`src/rtl/ctrl_pkg.sv`:
```
// Shared types for the execute-stage control slice.
//   ctrl_t          : decoded per-instruction control bundle carried from ID into EX
//   ex_state_t      : execute sequencer states
//   dispatch_state  : first EX state for an incoming instruction
package ctrl_pkg;

    typedef struct packed {
        logic       branch;
        logic       jump;
        logic [1:0] result_src;
        logic       mem_read;
        logic       mem_write;
        logic       alu_src;
        logic       reg_write;
        logic [3:0] alu_control;
        logic       alu_op_and;
        logic       funct3_0;
        logic       out_issued;
        logic       in_issued;
        logic       fpu_dispatch;
        logic       fpu_reg_write;
        logic [1:0] write_src;
        logic       s_fpu;
    } ctrl_t;

    typedef enum logic [2:0] {
        IDLE     = 3'd0,
        EXEC     = 3'd1,
        FPU_REQ  = 3'd2,
        FPU_WAIT = 3'd3,
        OUT_REQ  = 3'd4,
        IN_WAIT  = 3'd5
    } ex_state_t;

    // FPU work has priority over port I/O, and output over input, when a
    // bundle flags more than one multi-cycle operation.
    function automatic ex_state_t dispatch_state(input logic fpu_dispatch,
                                                 input logic out_issued,
                                                 input logic in_issued);
        if (fpu_dispatch) return FPU_REQ;
        if (out_issued)   return OUT_REQ;
        if (in_issued)    return IN_WAIT;
        return EXEC;
    endfunction

endpackage

```
`src/rtl/control_execute_stage_if.sv`:
```
// Bundle of the ID->EX handshake, the EX->MEM completion signals, the FPU and
// IO-port handshakes and the stall counter.
//   slave  : execute stage side (control_execute_stage)
//   master : environment side (decode, FPU, IO controller, MEM)
interface control_execute_stage_if #(
    parameter int CNT_W = 16
);
    import ctrl_pkg::*;

    logic             id_valid;
    ctrl_t            id_ctrl;
    logic             id_ready;
    logic             flush_ex;
    logic             ex_valid;
    ctrl_t            ex_ctrl;
    logic             ex_done;
    logic             fpu_req;
    logic             fpu_ack;
    logic             fpu_done;
    logic             out_req;
    logic             out_ack;
    logic             in_req;
    logic             in_valid;
    logic [CNT_W-1:0] stall_cnt;

    modport slave (
        input  id_valid, id_ctrl, flush_ex, fpu_ack, fpu_done, out_ack, in_valid,
        output id_ready, ex_valid, ex_ctrl, ex_done, fpu_req, out_req, in_req, stall_cnt
    );

    modport master (
        output id_valid, id_ctrl, flush_ex, fpu_ack, fpu_done, out_ack, in_valid,
        input  id_ready, ex_valid, ex_ctrl, ex_done, fpu_req, out_req, in_req, stall_cnt
    );

endinterface

```
`src/rtl/sat_counter.sv`:
```
// Saturating up-counter: counts cycles with en_i high, holds at all-ones.
//   clk, rstn : clock, async active-low reset
//   en_i      : count enable
//   cnt_o     : current count
module sat_counter #(
    parameter int CNT_W = 16
) (
    input  logic             clk,
    input  logic             rstn,
    input  logic             en_i,
    output logic [CNT_W-1:0] cnt_o
);

    localparam logic [CNT_W-1:0] CNT_ONE = CNT_W'(1);

    logic [CNT_W-1:0] cnt_q;
    logic [CNT_W-1:0] cnt_d;

    always_comb begin
        cnt_d = cnt_q;
        if (en_i && (cnt_q != '1)) begin
            cnt_d = cnt_q + CNT_ONE;
        end
    end

    always_ff @(posedge clk or negedge rstn) begin
        if (!rstn) begin
            cnt_q <= '0;
        end else begin
            cnt_q <= cnt_d;
        end
    end

    assign cnt_o = cnt_q;

endmodule

```
`src/rtl/control_execute_stage.sv`:
```
// Execute-stage control: ID/EX control register plus sequencer for
// multi-cycle FPU and IO-port operations. Produces back-pressure to decode
// (id_ready), a one-cycle completion pulse toward MEM (ex_done) and a
// saturating count of decode stall cycles.
//   clk, rstn : core clock, async active-low reset
//   bus       : control_execute_stage_if.slave (ID handshake, EX outputs,
//               FPU / output-port / input-port handshakes, stall_cnt)
//
// state    | meaning
// ---------+-------------------------------------------------------------
// IDLE     | no live instruction in EX
// EXEC     | single-cycle op, completes this cycle
// FPU_REQ  | fpu_req high, waiting for fpu_ack
// FPU_WAIT | FPU accepted, waiting for fpu_done (may be killed by flush)
// OUT_REQ  | out_req high, completes on out_ack
// IN_WAIT  | in_req high, completes on in_valid
module control_execute_stage
    import ctrl_pkg::*;
#(
    parameter int CNT_W = 16
) (
    input  logic                  clk,
    input  logic                  rstn,
    control_execute_stage_if.slave bus
);

    ex_state_t state_q, state_d;
    logic      ex_valid_q, ex_valid_d;
    ctrl_t     ex_ctrl_q, ex_ctrl_d;
    logic      killed_q, killed_d;
    logic      fpu_req_q, fpu_req_d;
    logic      out_req_q, out_req_d;
    logic      in_req_q, in_req_d;

    logic      ex_done;
    logic      id_ready;
    logic      accept;
    ex_state_t follow_state;
    logic [CNT_W-1:0] stall_cnt;

    // Completion is decided before readiness so that a finishing instruction
    // can hand the slot to the next one in the same cycle. A flush cancels a
    // pure ALU op and a killed FPU op, but not an IO transfer whose side
    // effect already happened in this cycle.
    always_comb begin
        ex_done = 1'b0;
        case (state_q)
            EXEC:     ex_done = !bus.flush_ex;
            FPU_WAIT: ex_done = bus.fpu_done && !killed_q && !bus.flush_ex;
            OUT_REQ:  ex_done = bus.out_ack;
            IN_WAIT:  ex_done = bus.in_valid;
            default:  ex_done = 1'b0;
        endcase
        ex_done = ex_done && ex_valid_q;
    end

    assign id_ready = !bus.flush_ex && ((state_q == IDLE) || ex_done);
    assign accept   = bus.id_valid && id_ready;

    // Where EX goes after the current instruction leaves: the newly accepted
    // instruction's first state, or IDLE when nothing is taken.
    always_comb begin
        follow_state = IDLE;
        if (accept) begin
            follow_state = dispatch_state(bus.id_ctrl.fpu_dispatch,
                                          bus.id_ctrl.out_issued,
                                          bus.id_ctrl.in_issued);
        end
    end

    always_comb begin
        state_d = state_q;
        case (state_q)
            IDLE: begin
                state_d = follow_state;
            end
            EXEC: begin
                state_d = follow_state;
            end
            FPU_REQ: begin
                if (bus.fpu_ack) begin
                    state_d = FPU_WAIT;
                end else if (bus.flush_ex) begin
                    state_d = IDLE;
                end
            end
            FPU_WAIT: begin
                // A killed op still has to drain the FPU before EX frees up.
                if (bus.fpu_done) begin
                    state_d = follow_state;
                end
            end
            OUT_REQ: begin
                if (bus.out_ack) begin
                    state_d = follow_state;
                end else if (bus.flush_ex) begin
                    state_d = IDLE;
                end
            end
            IN_WAIT: begin
                if (bus.in_valid) begin
                    state_d = follow_state;
                end else if (bus.flush_ex) begin
                    state_d = IDLE;
                end
            end
            default: begin
                state_d = IDLE;
            end
        endcase
    end

    // The kill mark only lives while the FPU op drains; any flush seen on the
    // way into or during FPU_WAIT sets it.
    always_comb begin
        ex_valid_d = (state_d != IDLE);
        ex_ctrl_d  = accept ? bus.id_ctrl : ex_ctrl_q;
        killed_d   = (state_d == FPU_WAIT) && (killed_q || bus.flush_ex);
        fpu_req_d  = (state_d == FPU_REQ);
        out_req_d  = (state_d == OUT_REQ);
        in_req_d   = (state_d == IN_WAIT);
    end

    always_ff @(posedge clk or negedge rstn) begin
        if (!rstn) begin
            state_q    <= IDLE;
            ex_valid_q <= 1'b0;
            ex_ctrl_q  <= '0;
            killed_q   <= 1'b0;
            fpu_req_q  <= 1'b0;
            out_req_q  <= 1'b0;
            in_req_q   <= 1'b0;
        end else begin
            state_q    <= state_d;
            ex_valid_q <= ex_valid_d;
            ex_ctrl_q  <= ex_ctrl_d;
            killed_q   <= killed_d;
            fpu_req_q  <= fpu_req_d;
            out_req_q  <= out_req_d;
            in_req_q   <= in_req_d;
        end
    end

    sat_counter #(
        .CNT_W (CNT_W)
    ) u_stall_cnt (
        .clk   (clk),
        .rstn  (rstn),
        .en_i  (bus.id_valid && !id_ready),
        .cnt_o (stall_cnt)
    );

    assign bus.id_ready  = id_ready;
    assign bus.ex_valid  = ex_valid_q;
    assign bus.ex_ctrl   = ex_ctrl_q;
    assign bus.ex_done   = ex_done;
    assign bus.fpu_req   = fpu_req_q;
    assign bus.out_req   = out_req_q;
    assign bus.in_req    = in_req_q;
    assign bus.stall_cnt = stall_cnt;

endmodule

```
`src/flat_wrapper.sv`:
```
// flat-port wrapper written by rule: the top's interface ports become plain ports
module control_execute_stage_flat import ctrl_pkg::*;
#(
    parameter int CNT_W = 16
)
  (clk, rstn, bus_id_valid, bus_id_ctrl, bus_flush_ex, bus_fpu_ack, bus_fpu_done, bus_out_ack, bus_in_valid, bus_id_ready, bus_ex_valid, bus_ex_ctrl, bus_ex_done, bus_fpu_req, bus_out_req, bus_in_req, bus_stall_cnt);
  control_execute_stage_if #(.CNT_W(CNT_W)) bus_i ();
  input  logic clk;
  input  logic rstn;
  input wire logic [$bits(bus_i.id_valid)-1:0] bus_id_valid;
  input wire logic [$bits(bus_i.id_ctrl)-1:0] bus_id_ctrl;
  input wire logic [$bits(bus_i.flush_ex)-1:0] bus_flush_ex;
  input wire logic [$bits(bus_i.fpu_ack)-1:0] bus_fpu_ack;
  input wire logic [$bits(bus_i.fpu_done)-1:0] bus_fpu_done;
  input wire logic [$bits(bus_i.out_ack)-1:0] bus_out_ack;
  input wire logic [$bits(bus_i.in_valid)-1:0] bus_in_valid;
  output wire logic [$bits(bus_i.id_ready)-1:0] bus_id_ready;
  output wire logic [$bits(bus_i.ex_valid)-1:0] bus_ex_valid;
  output wire logic [$bits(bus_i.ex_ctrl)-1:0] bus_ex_ctrl;
  output wire logic [$bits(bus_i.ex_done)-1:0] bus_ex_done;
  output wire logic [$bits(bus_i.fpu_req)-1:0] bus_fpu_req;
  output wire logic [$bits(bus_i.out_req)-1:0] bus_out_req;
  output wire logic [$bits(bus_i.in_req)-1:0] bus_in_req;
  output wire logic [$bits(bus_i.stall_cnt)-1:0] bus_stall_cnt;
  assign bus_i.id_valid = bus_id_valid;
  assign bus_i.id_ctrl = bus_id_ctrl;
  assign bus_i.flush_ex = bus_flush_ex;
  assign bus_i.fpu_ack = bus_fpu_ack;
  assign bus_i.fpu_done = bus_fpu_done;
  assign bus_i.out_ack = bus_out_ack;
  assign bus_i.in_valid = bus_in_valid;
  assign bus_id_ready = bus_i.id_ready;
  assign bus_ex_valid = bus_i.ex_valid;
  assign bus_ex_ctrl = bus_i.ex_ctrl;
  assign bus_ex_done = bus_i.ex_done;
  assign bus_fpu_req = bus_i.fpu_req;
  assign bus_out_req = bus_i.out_req;
  assign bus_in_req = bus_i.in_req;
  assign bus_stall_cnt = bus_i.stall_cnt;
  control_execute_stage #(.CNT_W(CNT_W)) u_core (.clk(clk), .rstn(rstn), .bus(bus_i));
endmodule
```
`config.mk`:
```
export PLATFORM = sky130hd
export DESIGN_NAME = control_execute_stage_flat
export DESIGN_NICKNAME = d
export VERILOG_FILES = /design/src/rtl/ctrl_pkg.sv /design/src/rtl/control_execute_stage_if.sv /design/src/rtl/sat_counter.sv /design/src/rtl/control_execute_stage.sv /design/src/flat_wrapper.sv
export SDC_FILE = /design/constraint.sdc
export NUM_CORES = 1
export LEC_CHECK = 0
export ABC_CLOCK_PERIOD_IN_PS = 2400
export BUFFER_PORTS_ARGS = -buffer_cell sky130_fd_sc_hd__buf_2
export CELL_PAD_IN_SITES_DETAIL_PLACEMENT = 1
export CELL_PAD_IN_SITES_GLOBAL_PLACEMENT = 1
export CORE_ASPECT_RATIO = 0.75
export CORE_MARGIN = 3
export CORE_UTILIZATION = 40
export CTS_BUF_LIST = sky130_fd_sc_hd__clkbuf_2 sky130_fd_sc_hd__clkbuf_4 sky130_fd_sc_hd__clkbuf_8
export CTS_CLUSTER_SIZE = 24
export DETAILED_ROUTE_END_ITERATION = 12
export PLACE_DENSITY_LB_ADDON = 0.1
export SETUP_SLACK_MARGIN = 0.2
export SLEW_MARGIN = 15
export SYNTH_ARGS = -nofsm -noshare
export SYNTH_HDL_FRONTEND = slang
export SYNTH_SLANG_ARGS = --single-unit
```
`constraint.sdc`:
```
create_clock -name clk -period 2.4 [get_ports clk]
set_input_delay 0.36 -clock clk [delete_from_list [all_inputs] [get_ports clk]]
set_output_delay 0.36 -clock clk [all_outputs]
set_load 0.005 [all_outputs]
```
Yosys cells after proc, flatten, opt, wreduce, memory -nomap -nowiden
Index checks and enable logic that the tools add are counted.

word-level totals
  flip-flop bits (word level) = 45
  output and inout port bits = 43
  word-level logic and storage cells = 73

cells by class
  add/subtract/negate cells = 1
  equal/unequal tests = 10
  mux-type cells = 23
  reduce and logical (&&, ||, !) cells = 16

operators with widths
  operator                                                          count
  3-bit two-way mux                                                 12
  16-bit by 1-bit adder with 16-bit output (second input constant)  1
  16-bit != test (second input constant)                            1
  3-bit one-hot mux with 5 select lines                             1
  3-bit by 2-bit == test with 1-bit output (second input constant)  4
  3-bit == test (second input constant)                             4
  1-bit two-way mux                                                 9
  1-bit logical AND                                                 8
  1-bit one-hot mux with 4 select lines                             1
  3-bit by 1-bit == test with 1-bit output (second input constant)  1
  1-bit logical NOT                                                 3
  3-bit logical NOT                                                 1
  3-bit nonzero test                                                1
  1-bit logical OR                                                  2
  2-bit OR reduction                                                1

Logic depth before layout (Yosys ltp)
Gate-level depths: netlist of run 1.

  word-level depth = 22
  mapped depth = 8
  mapped depth without buffers = 7

By module
From an unflattened synthesis of run 1, not the netlist that was laid out.

second synthesis, totals
  cells, all modules = 180
  area total of the unflattened synthesis = 2,232.1 um^2

modules (own cells, without submodules)
  module                 times used  cells each  area each (um^2)  seq. area each (um^2)
  control_execute_stage  1           108         1,372.6           725.7
  sat_counter            1           72          859.6             400.4

Least setup slack after synthesis of run 1
No wires, ideal clock.

  kind = register to register
  from = register u_core.state_q[0]
  to = register u_core.ex_ctrl_q, in the netlist u_core.bus.ex_ctrl[12]
  arrival = 1.789 ns
  required time = 2.275 ns
  slack = 0.485 ns
  cell stages (with the launch flop) = 8
  buffers on the path = 2
  period minus slack after synthesis = 1.915 ns
  cell sequence = dfrtp_1 inv_2 o32a_2 o32ai_2 and3_1 buf_6 buf_12 mux2_4

between the ends
  cells in the longest elaborated chain, start to end = 6

RTL lines
  item                                   RTL line                      text
  from (decl)                            control_execute_stage.sv:27   ex_state_t state_q, state_d;
  from (signal assigned)                 control_execute_stage.sv:134  state_q <= state_d;
  3-bit == test (tied with other cells)  control_execute_stage.sv:47   case (state_q)
  1-bit one-hot mux with 4 select lines  control_execute_stage.sv:47
  1-bit logical AND                      control_execute_stage.sv:54   ex_done = ex_done && ex_valid_q;
  1-bit logical OR (*)                   control_execute_stage.sv:57   assign id_ready = !bus.flush_ex && ((state_q == IDLE) || ex_done);
  1-bit logical AND (*)                  control_execute_stage.sv:57
  1-bit logical AND (*)                  control_execute_stage.sv:58   assign accept = bus.id_valid && id_ready;
  to (signal assigned)                   control_execute_stage.sv:136  ex_ctrl_q <= ex_ctrl_d;
  to (decl)                              control_execute_stage.sv:29   ctrl_t ex_ctrl_q, ex_ctrl_d;

Every way passes the cells marked *; elsewhere a longest branch is shown, timed or not.
A chain may end at the register's enable or synchronous reset.

Worst setup path after layout of run 1
  from = register u_core.state_q[0]
  to = output bus_id_ready

between the ends
  cells in the longest elaborated chain, start to end = 5

RTL lines
  item                                   RTL line                     text
  3-bit == test (tied with other cells)  control_execute_stage.sv:47
  1-bit one-hot mux with 4 select lines  control_execute_stage.sv:47
  1-bit logical AND                      control_execute_stage.sv:54
  1-bit logical OR (*)                   control_execute_stage.sv:57
  1-bit logical AND (*)                  control_execute_stage.sv:57
  to (decl)                              flat_wrapper.sv:17           output wire logic [$bits(bus_i.id_ready)-1:0] bus_id_ready;

Marked as above.

==> results of run 1 <==
==> stage by stage <==
| step | setup WS (ns) | total power, W | hold WS [ns] | cells |
|---|---|---|---|---|
| final | 0.319 | 0.00272 | 0.145 | 312 |
| after global routing | 0.239 | 0.00292 | 0.181 | 312 |
| after CTS | 0.246 | 0.00276 | 0.155 | 312 |
| after detailed placement | 0.294 | 0.00220 | 0.481 | 305 |
| after global placement | 0.407 | 0.00215 | 0.462 | 305 |
| after floorplan | 0.485 | 0.00179 | 0.0644 | 163 |
==> final cells by class <==
| type | instances | area, um2 |
|---|---|---|
| clock buffer | 5 | 68.8 |
| clock inverter | 2 | 35.0 |
| fill | 560 | 2350 |
| inverter | 7 | 26.3 |
| multi-input combinational | 108 | 901 |
| sequential | 45 | 1130 |
| tap | 72 | 90.1 |
| timing repair buffer | 73 | 383 |
==> layer usage <==
| metal | share of wire | track usage | vias up |
|---|---|---|---|
| li1 | - | - | 721 |
| met1 | 0.46 | 0.222 | 777 |
| met2 | 0.46 | 0.283 | 51 |
| met3 | 0.065 | 0.0521 | 7 |
| met4 | 0.010 | 0.0554 | 0 |
| met5 | 0 | 0 | - |
==> flip-flops by register name (all words and copies together), names as in the netlist <==
name,count
u_core.bus.ex_valid,1
u_core.u_stall_cnt.cnt_o,16
u_core.bus.out_req,1
u_core.killed_q,1
u_core.bus.in_req,1
u_core.bus.fpu_req,1
u_core.bus.ex_ctrl,21
u_core.state_q,3
==> layout by cell type (no fill, tap or decap), types with 2 or more instances in the layout <==
| master | netlist | layout |
|---|---|---|
| a21oi_1 | 2 | 2 |
| a21oi_2 | 2 | 2 |
| and3_1 | 3 | 3 |
| buf_2 | 0 | 71 |
| clkbuf_8 | 0 | 5 |
| dfrtp_1 | 45 | 44 |
| inv_1 | 6 | 6 |
| mux2_2 | 7 | 7 |
| mux2_4 | 17 | 17 |
| mux2i_1 | 2 | 2 |
| nand2_1 | 11 | 11 |
| nand2b_1 | 5 | 5 |
| nand3_1 | 7 | 7 |
| nand4_1 | 9 | 9 |
| nor2_1 | 10 | 10 |
| or4_1 | 2 | 2 |
| xnor2_1 | 12 | 12 |
==> where the power goes <==
part / switching (W) / internal [W]
registers: 0.000197 / 0.00102
logic: 0.000381 / 0.000565
clock network: 0.000251 / 0.000303
total: 0.000829 / 0.00189
==> worst paths after layout <==
kind | from | cells past startpoint | slack [ns] | endpoint
worst min register to register | u_core.killed_q | 2 | 0.50 | u_core.killed_q
max in group asynchronous | rstn | 2 | 1.82 | u_core.state_q[0]
worst max-delay path | u_core.state_q[0] | 5 | 0.32 | bus_id_ready
worst max register to register | u_core.state_q[0] | 6 | 0.34 | u_core.bus.ex_ctrl[0]
worst min-delay path | rstn | 2 | 0.15 | u_core.bus.ex_ctrl[8]
min in group clk | bus_id_ctrl[16] | 2 | 0.30 | u_core.bus.ex_ctrl[16]
==> cells by family after synthesis <==
logic type,count (synthesis),synth area share
flip-flops,45,0.535
AND/OR/NAND/NOR,55,0.139
buffers and inverters,10,0.0369
multiplexers,26,0.168
AO/OA/AOI/OAI,13,0.0612
XOR/XNOR,13,0.0541
adder cells (fa/ha/maj),1,0.00594
==> PnR_summary.wiki, run 1 <==
{| class="wikitable"
! Metric !! Value
|-
| Gate family responsible for the most delay along the worst path || compound AO/OA/AOI/OAI gates
|-
| Insertion delay to the later sink of the worst-skew pair || between 0.2 and 0.3 ns
|-
| Drt wl/cell || roughly 16 um
|-
| Status || finished, final reports clean
|-
| Largest cells by area after synthesis || dfrtp_1, mux2_4, xnor2_1, mux2_2, nand4_1
|-
| Clock H-tree levels || 2
|-
| Sum of negative setup slack || 0 ns
|-
| Highest net fanout along the worst path || 6
|-
| Clock Tree Root || clkbuf_8
|-
| Width of the die || around 90 um
|-
| Measured slew at the worst slew-check pin || 0.668 ns
|-
| Number of max-cap violations || 0
|-
| Yosys warning total || 0
|-
| Cell type with the highest aggregate area in the netlist || dfrtp_1
|-
| Hold-fix buffers at CTS || 0
|-
| Post-detailed-route via-to-cell ratio || approximately 5.0
|-
| Worst hold-check path type || in2async
|-
| # clock sinks || 45
|-
| Register clock-pin slew on the reported worst setup and hold paths || 0.08 ns
|-
| Total Routing Usage GR || 0.172
|-
| Worst relative slew slack || 0.551
|-
| Post-layout instance area || 2630 um2
|-
| Clock buffer count from CTS || 5
|-
| Number of register bits inferred by synthesis || 45
|-
| Quantity of I/O buffers inserted on ports || a little over 70
|-
| WL final || 5.01 mm
|-
| Slowest stage delay, CP || 0.43 ns
|-
| Data required, critical path || 2.04 ns
|-
| Crit path buffers/inverters || 2
|-
| Net total in the final layout || 270
|-
| Overflow left after global routing || 0
|-
| Post-Syn Instances || roughly 160
|-
| Number of optimization iterations in the first detailed-route pass || 4
|-
| Post-synth top cells || dfrtp_1, mux2_4, xnor2_1
|-
| Cell type of the slowest stage on the worst timing path || dfrtp_2
|-
| Core Rows || 22
|-
| Type of the worst setup path || reg2out
|-
| Number of global-route vias before repair || 1637
|-
| Post-synthesis average cell area || 12.9 um2
|-
| Maximum number of pins on one net before global-route repair || 46
|-
| Hpwl dp || 3.74 mm
|-
| Post-synthesis cell area || 2100 um2
|-
| Hold Vio Cnt, Final || 0
|-
| CTS resizes || 0
|-
| Unrepaired setup endpoints after global routing || no
|-
| Final Slew Violations || 0
|-
| Buffer levels on the longest clock path || 2
|-
| Fraction of synthesized cell area taken by the top area cell type || 0.535
|-
| Number of nets in the synthesized netlist || 193
|-
| Final Critical Period || 2.08 ns
|-
| Starting Density || 0.422
|-
| Critical Path AT || 1.72 ns
|-
| Final core area utilization || 0.528
|-
| Power Dens Cells || approximately 1000 nW/um2
|-
| DIE HEIGHT || 68.8 um
|-
| Synth async-reset ratio || 1.00
|-
| Standard cell core area || between 4000 and 5000 um2
|-
| Antenna diode count || 0
|-
| Area added between synthesis and finish || 25.0%
|-
| Leading cell type by number of instances after synthesis || dfrtp_1
|-
| DRT antenna net count || 0
|-
| Wire length of the first global-routing pass || between 8 and 9 mm
|-
| Sequential-to-total area share from yosys stat || 0.535
|-
| Area of the die || 6180 um2
|-
| Element type at the critical path start || flop
|-
| Routability Congestion || 0.820
|-
| TritonCTS clock tree || done
|-
| Share of post-route cells with drive strength above 1 || 0.479
|-
| Remaining DRCs || 0
|-
| Leading register cell type out of synthesis || dfrtp_1
|-
| Cell leakage power || between 1 and 1.5 nW
|-
| Number of ports placed on the die boundary || 72
|-
| Category of the worst setup path capture point || primary output
|-
| Number of synthesized flops with an enable pin || 0
|-
| Synth unique cells || 37
|-
| Total vias in the final route || 1556
|-
| Initial antenna violation count || 0
|-
| Setup-failing EPs final || 0
|-
| Chain of cells forming the critical path || inv_2 -> o32a_2 -> o32ai_2 -> and2_4 -> buf_2
|-
| Achievable clock frequency || just under 0.5 GHz
|-
| 1st-iter DRT viols || 44
|-
| Area after DPL || 2530 um2
|-
| Setup Skew || 0.00560 ns
|-
| Largest vdd supply drop || 0.000493 V
|-
| Buffers inserted by post-CTS timing repair || 0
|-
| Period Utilization, post-route || 0.867
|}
(Power assumes the default switching activity.)
==> run 2, diff against run 1 <==
ABC_AREA = 1   (was unset)
CORE_UTILIZATION = 37   (was 40)
==> PnR_summary.wiki, run 2 <==
{| class="wikitable"
! Metric !! Value
|-
| Status || finished, final reports clean
|-
| Initial antenna violation count || 0 (unchanged)
|-
| Number of flip-flops in the largest register || 21 (unchanged)
|-
| Setup Skew || 0.0142 ns (+0.00864 ns)
|-
| Cell type with the highest aggregate area in the netlist || dfrtp_1
|-
| WL final || 6.14 mm (+23%)
|-
| Hold Vio Cnt, Final || 0 (unchanged)
|-
| Clock H-tree levels || 2 (unchanged)
|-
| Synth unique cells || 30 (-19%)
|-
| Final Slew Violations || 0 (unchanged)
|-
| Highest net fanout along the worst path || 24 (+18)
|-
| Maximum number of pins on one net before global-route repair || 26 (-43%)
|-
| Clock Tree Root || clkbuf_8
|-
| Post-layout instance area || 2740 um2 (+4.2%)
|-
| Chain of cells forming the critical path || nor2_1 -> nor2_1 -> nand3_1 -> o21bai_4 -> nand2_4 -> inv_1 -> buf_2
|-
| Leading cell type by number of instances after synthesis || nand2_1
|-
| Setup slack on the worst flop-to-flop path || 0.42 ns (+0.08 ns)
|-
| Final Critical Period || 2.00 ns (-0.0840 ns)
|-
| DIE HEIGHT || 73.0 um (+6.0%)
|-
| Clock buffer count from CTS || 5 (unchanged)
|-
| Buffers inserted by post-CTS timing repair || 0 (unchanged)
|-
| End point of the critical path || bus_id_ready
|-
| Area added between synthesis and finish || 24.0%
|-
| Slowest stage delay, CP || 0.47 ns (+0.04 ns)
|-
| Leading register cell type out of synthesis || dfrtp_1
|-
| Worst setup slack after placement || 0.403 ns (+0.109 ns)
|-
| Fraction of synthesized cell area taken by the top area cell type || 0.509 (-0.0260)
|-
| Number of global-route vias before repair || 2077 (+27%)
|-
| Sequential power share || 0.458 (+0.009)
|-
| Power Dens Cells || 973 nW/um2 (-5.9%)
|-
| Largest vdd supply drop || 0.000329 V (-33%)
|-
| Post-synth top cells || nand2_1, dfrtp_1, o21ai_0
|-
| Sum of negative setup slack || 0 ns (unchanged)
|-
| Total vias in the final route || 2040 (+31%)
|-
| Most used cells in the layout excluding fill and tap cells || nand2_1, buf_2, dfrtp_1
|-
| Most numerous cell on the critical path || nor2_1
|-
| # clock sinks || 45 (unchanged)
|-
| Worst Setup SP || u_core.state_q[0]
|-
| Most common cell after layout, fill and taps aside || nand2_1
|-
| Cell leakage power || 1.48 nW (+13%)
|-
| Post-detailed-route via-to-cell ratio || 4.81 (-3.5%)
|-
| Share of post-route cells with drive strength above 1 || 0.275 (-0.204)
|-
| Post-Syn Instances || 273 (+67%)
|-
| Number of ports placed on the die boundary || 72 (unchanged)
|-
| Worst hold-check path type || in2async
|-
| Crit path buffers/inverters || 2 (unchanged)
|-
| Drt wl/cell || 14.5 um (-9.8%)
|-
| Register clock-pin slew on the reported worst setup and hold paths || 0.09 ns (about the same)
|-
| Synth async-reset ratio || 1.00 (unchanged)
|-
| Period Utilization, post-route || 0.832 (-0.0350)
|-
| Data required, critical path || 2.04 ns (about the same)
|-
| Unrepaired setup endpoints after global routing || no
|-
| Quantity of I/O buffers inserted on ports || 71 (unchanged)
|-
| Final worst slack || 0.403 ns (+0.0840 ns)
|-
| TritonCTS clock tree || done
|-
| Largest cells by area after synthesis || dfrtp_1, nand2_1, o21ai_0, nor2_1, inv_1
|-
| Category of the worst setup path capture point || primary output
|-
| Element type at the critical path start || flop
|-
| DRT antenna net count || 0 (unchanged)
|-
| Sequential-to-total area share from yosys stat || 0.509 (-0.0260)
|-
| Design internal power || 0.00165 W (-13%)
|-
| Starting Density || 0.398 (-0.0241)
|-
| Net total in the final layout || 378 (+40%)
|-
| Yosys warning total || 0 (unchanged)
|-
| Fraction of power consumed by the clock network || 0.176 (-0.027)
|-
| Number of register bits inferred by synthesis || 45 (unchanged)
|-
| Area after DPL || 2650 um2 (+5.0%)
|-
| 1st-iter DRT viols || 58 (+32%)
|-
| Number of synthesized flops with an enable pin || 0 (unchanged)
|-
| Buffer levels on the longest clock path || 2 (unchanged)
|-
| Critical Path AT || 1.64 ns (-0.08 ns)
|-
| Number of max-cap violations || 0 (unchanged)
|-
| R2r startpoint || u_core.u_stall_cnt.cnt_o[0]
|-
| Switching share of total power || 0.383 (+0.0785)
|-
| Antenna diode count || 0 (unchanged)
|-
| Core Rows || 23 (+4.5%)
|-
| Setup-failing EPs final || 0 (unchanged)
|-
| Number of nets in the synthesized netlist || 303 (+57%)
|-
| Combinational share of power || 0.367 (+0.019)
|-
| Count of cells along the worst register-to-register path || 9 (+3)
|-
| Measured slew at the worst slew-check pin || 0.567 ns (-0.101 ns)
|-
| Achievable clock frequency || 0.501 GHz (+4.2%)
|-
| Gate family responsible for the most delay along the worst path || simple AND/OR/NAND/NOR gates
|-
| Insertion delay to the later sink of the worst-skew pair || 0.30 ns (about the same)
|-
| Wire length of the first global-routing pass || 10.3 mm (+23%)
|-
| Hpwl dp || 4.76 mm (+27%)
|-
| Type of the worst setup path || reg2out
|-
| Standard cell core area || 5550 um2 (+11%)
|-
| Capturing point of the worst reg2reg path || u_core.u_stall_cnt.cnt_o[13]
|-
| Psw || 0.00102 W (+23%)
|-
| Remaining DRCs || 0 (unchanged)
|-
| Number of logic stages on the critical path including buffering || 7 (+2)
|-
| Area of the die || 6950 um2 (+13%)
|-
| Post-synthesis cell area || 2210 um2 (+5.1%)
|-
| Post-layout total power || 0.00267 W (-1.9%)
|-
| Overflow left after global routing || 0 (unchanged)
|-
| Routability Congestion || 0.832 (+1.4%)
|-
| Post-synthesis average cell area || 8.10 um2 (-37%)
|-
| Cell type of the slowest stage on the worst timing path || dfrtp_1
|-
| Number of optimization iterations in the first detailed-route pass || 4 (unchanged)
|-
| Width of the die || 95.3 um (+6.2%)
|-
| Worst relative slew slack || 0.622 (+0.0709)
|-
| Total Routing Usage GR || 0.191 (+0.0193)
|}
run 2: changes by cell type after synthesis, sizes merged, moves of 3 or more:
cell,change
mux2,-24
xor2,+6
nor2,+13
inv,+17
nor3,+8
nand4,-3
nand2b,-5
xnor2,-10
clkbuf,+4
o21ai,+31
nand2,+83
a21oi,-3
run 2: power groups by stage:
stage               logic, W  registers (W)  clock network (W)
floorplan           0.000526        0.00123                  0
global placement    0.000954        0.00123                  0
detailed placement  0.000985        0.00123                  0
CTS                 0.000993        0.00122           0.000489
global route         0.00113        0.00126           0.000525
finish              0.000978        0.00122           0.000469
run 2: worst register-to-register path, delay by kind of cell (launching register included):
kind / cells / cell delay (ns)
AO/OA/AOI/OAI: 2 / 0.20
AND/OR/NAND/NOR: 6 / 0.94
flip-flops: 1 / 0.48
adder cells (fa/ha/maj): 1 / 0.24
run 2: stage by stage:
| step | hold WS, ns | instances | utilization |
|---|---|---|---|
| floorplan | 0.0644 | 273 | - |
| global placement | 0.403 | 416 | 0.477 |
| detailed placement | 0.396 | 416 | 0.477 |
| CTS | 0.0606 | 424 | 0.493 |
| global route | 0.0915 | 424 | 0.494 |
| finish | 0.0437 | 424 | 0.494 |
run 2: timing repair:
item	in CTS	in global routing
hold buffers	0	0
resized for setup	0	1
endpoints found under the setup margin	0	1
run 2: logic make-up (layout without fill, tap and decap cells):
logic type,after synthesis,after routing,share of synthesized area
adders and majority gates,1,1,0.00566
AOI/OAI and AO/OA,37,37,0.0922
DFF,45,45,0.509
buffers and inverters,32,108,0.0622
xor gates and xnor gates,9,9,0.0356
and+or+nand+nor,149,149,0.295
run 2: routing by layer:
layer,track usage,up-vias,share of wire
li1,-,1028,-
met1,0.273,957,0.52
met2,0.292,48,0.42
met3,0.0443,7,0.056
met4,0.0528,0,0.0093
met5,0,-,0
run 2: how the worst min path moves through the flow:
stage	startpoint	end	slack (ns)	cells after the start
floorplan	rstn	u_core.bus.ex_ctrl[0]	0.06	0
global placement	rstn	u_core.bus.ex_ctrl[7]	0.40	1
detailed placement	rstn	u_core.bus.ex_ctrl[7]	0.40	1
CTS	rstn	u_core.u_stall_cnt.cnt_o[12]	0.06	1
global route	rstn	u_core.u_stall_cnt.cnt_o[6]	0.09	1
finish	rstn	u_core.u_stall_cnt.cnt_o[12]	0.04	1
run 2: cell type report:
type / instances / area, um2
fill: 705 / 2810
sequential: 45 / 1130
multi-input combinational: 196 / 953
timing repair buffer: 76 / 393
tap: 75 / 93.8
inverter: 24 / 90.1
clock buffer: 6 / 76.3
clock inverter: 2 / 10.0
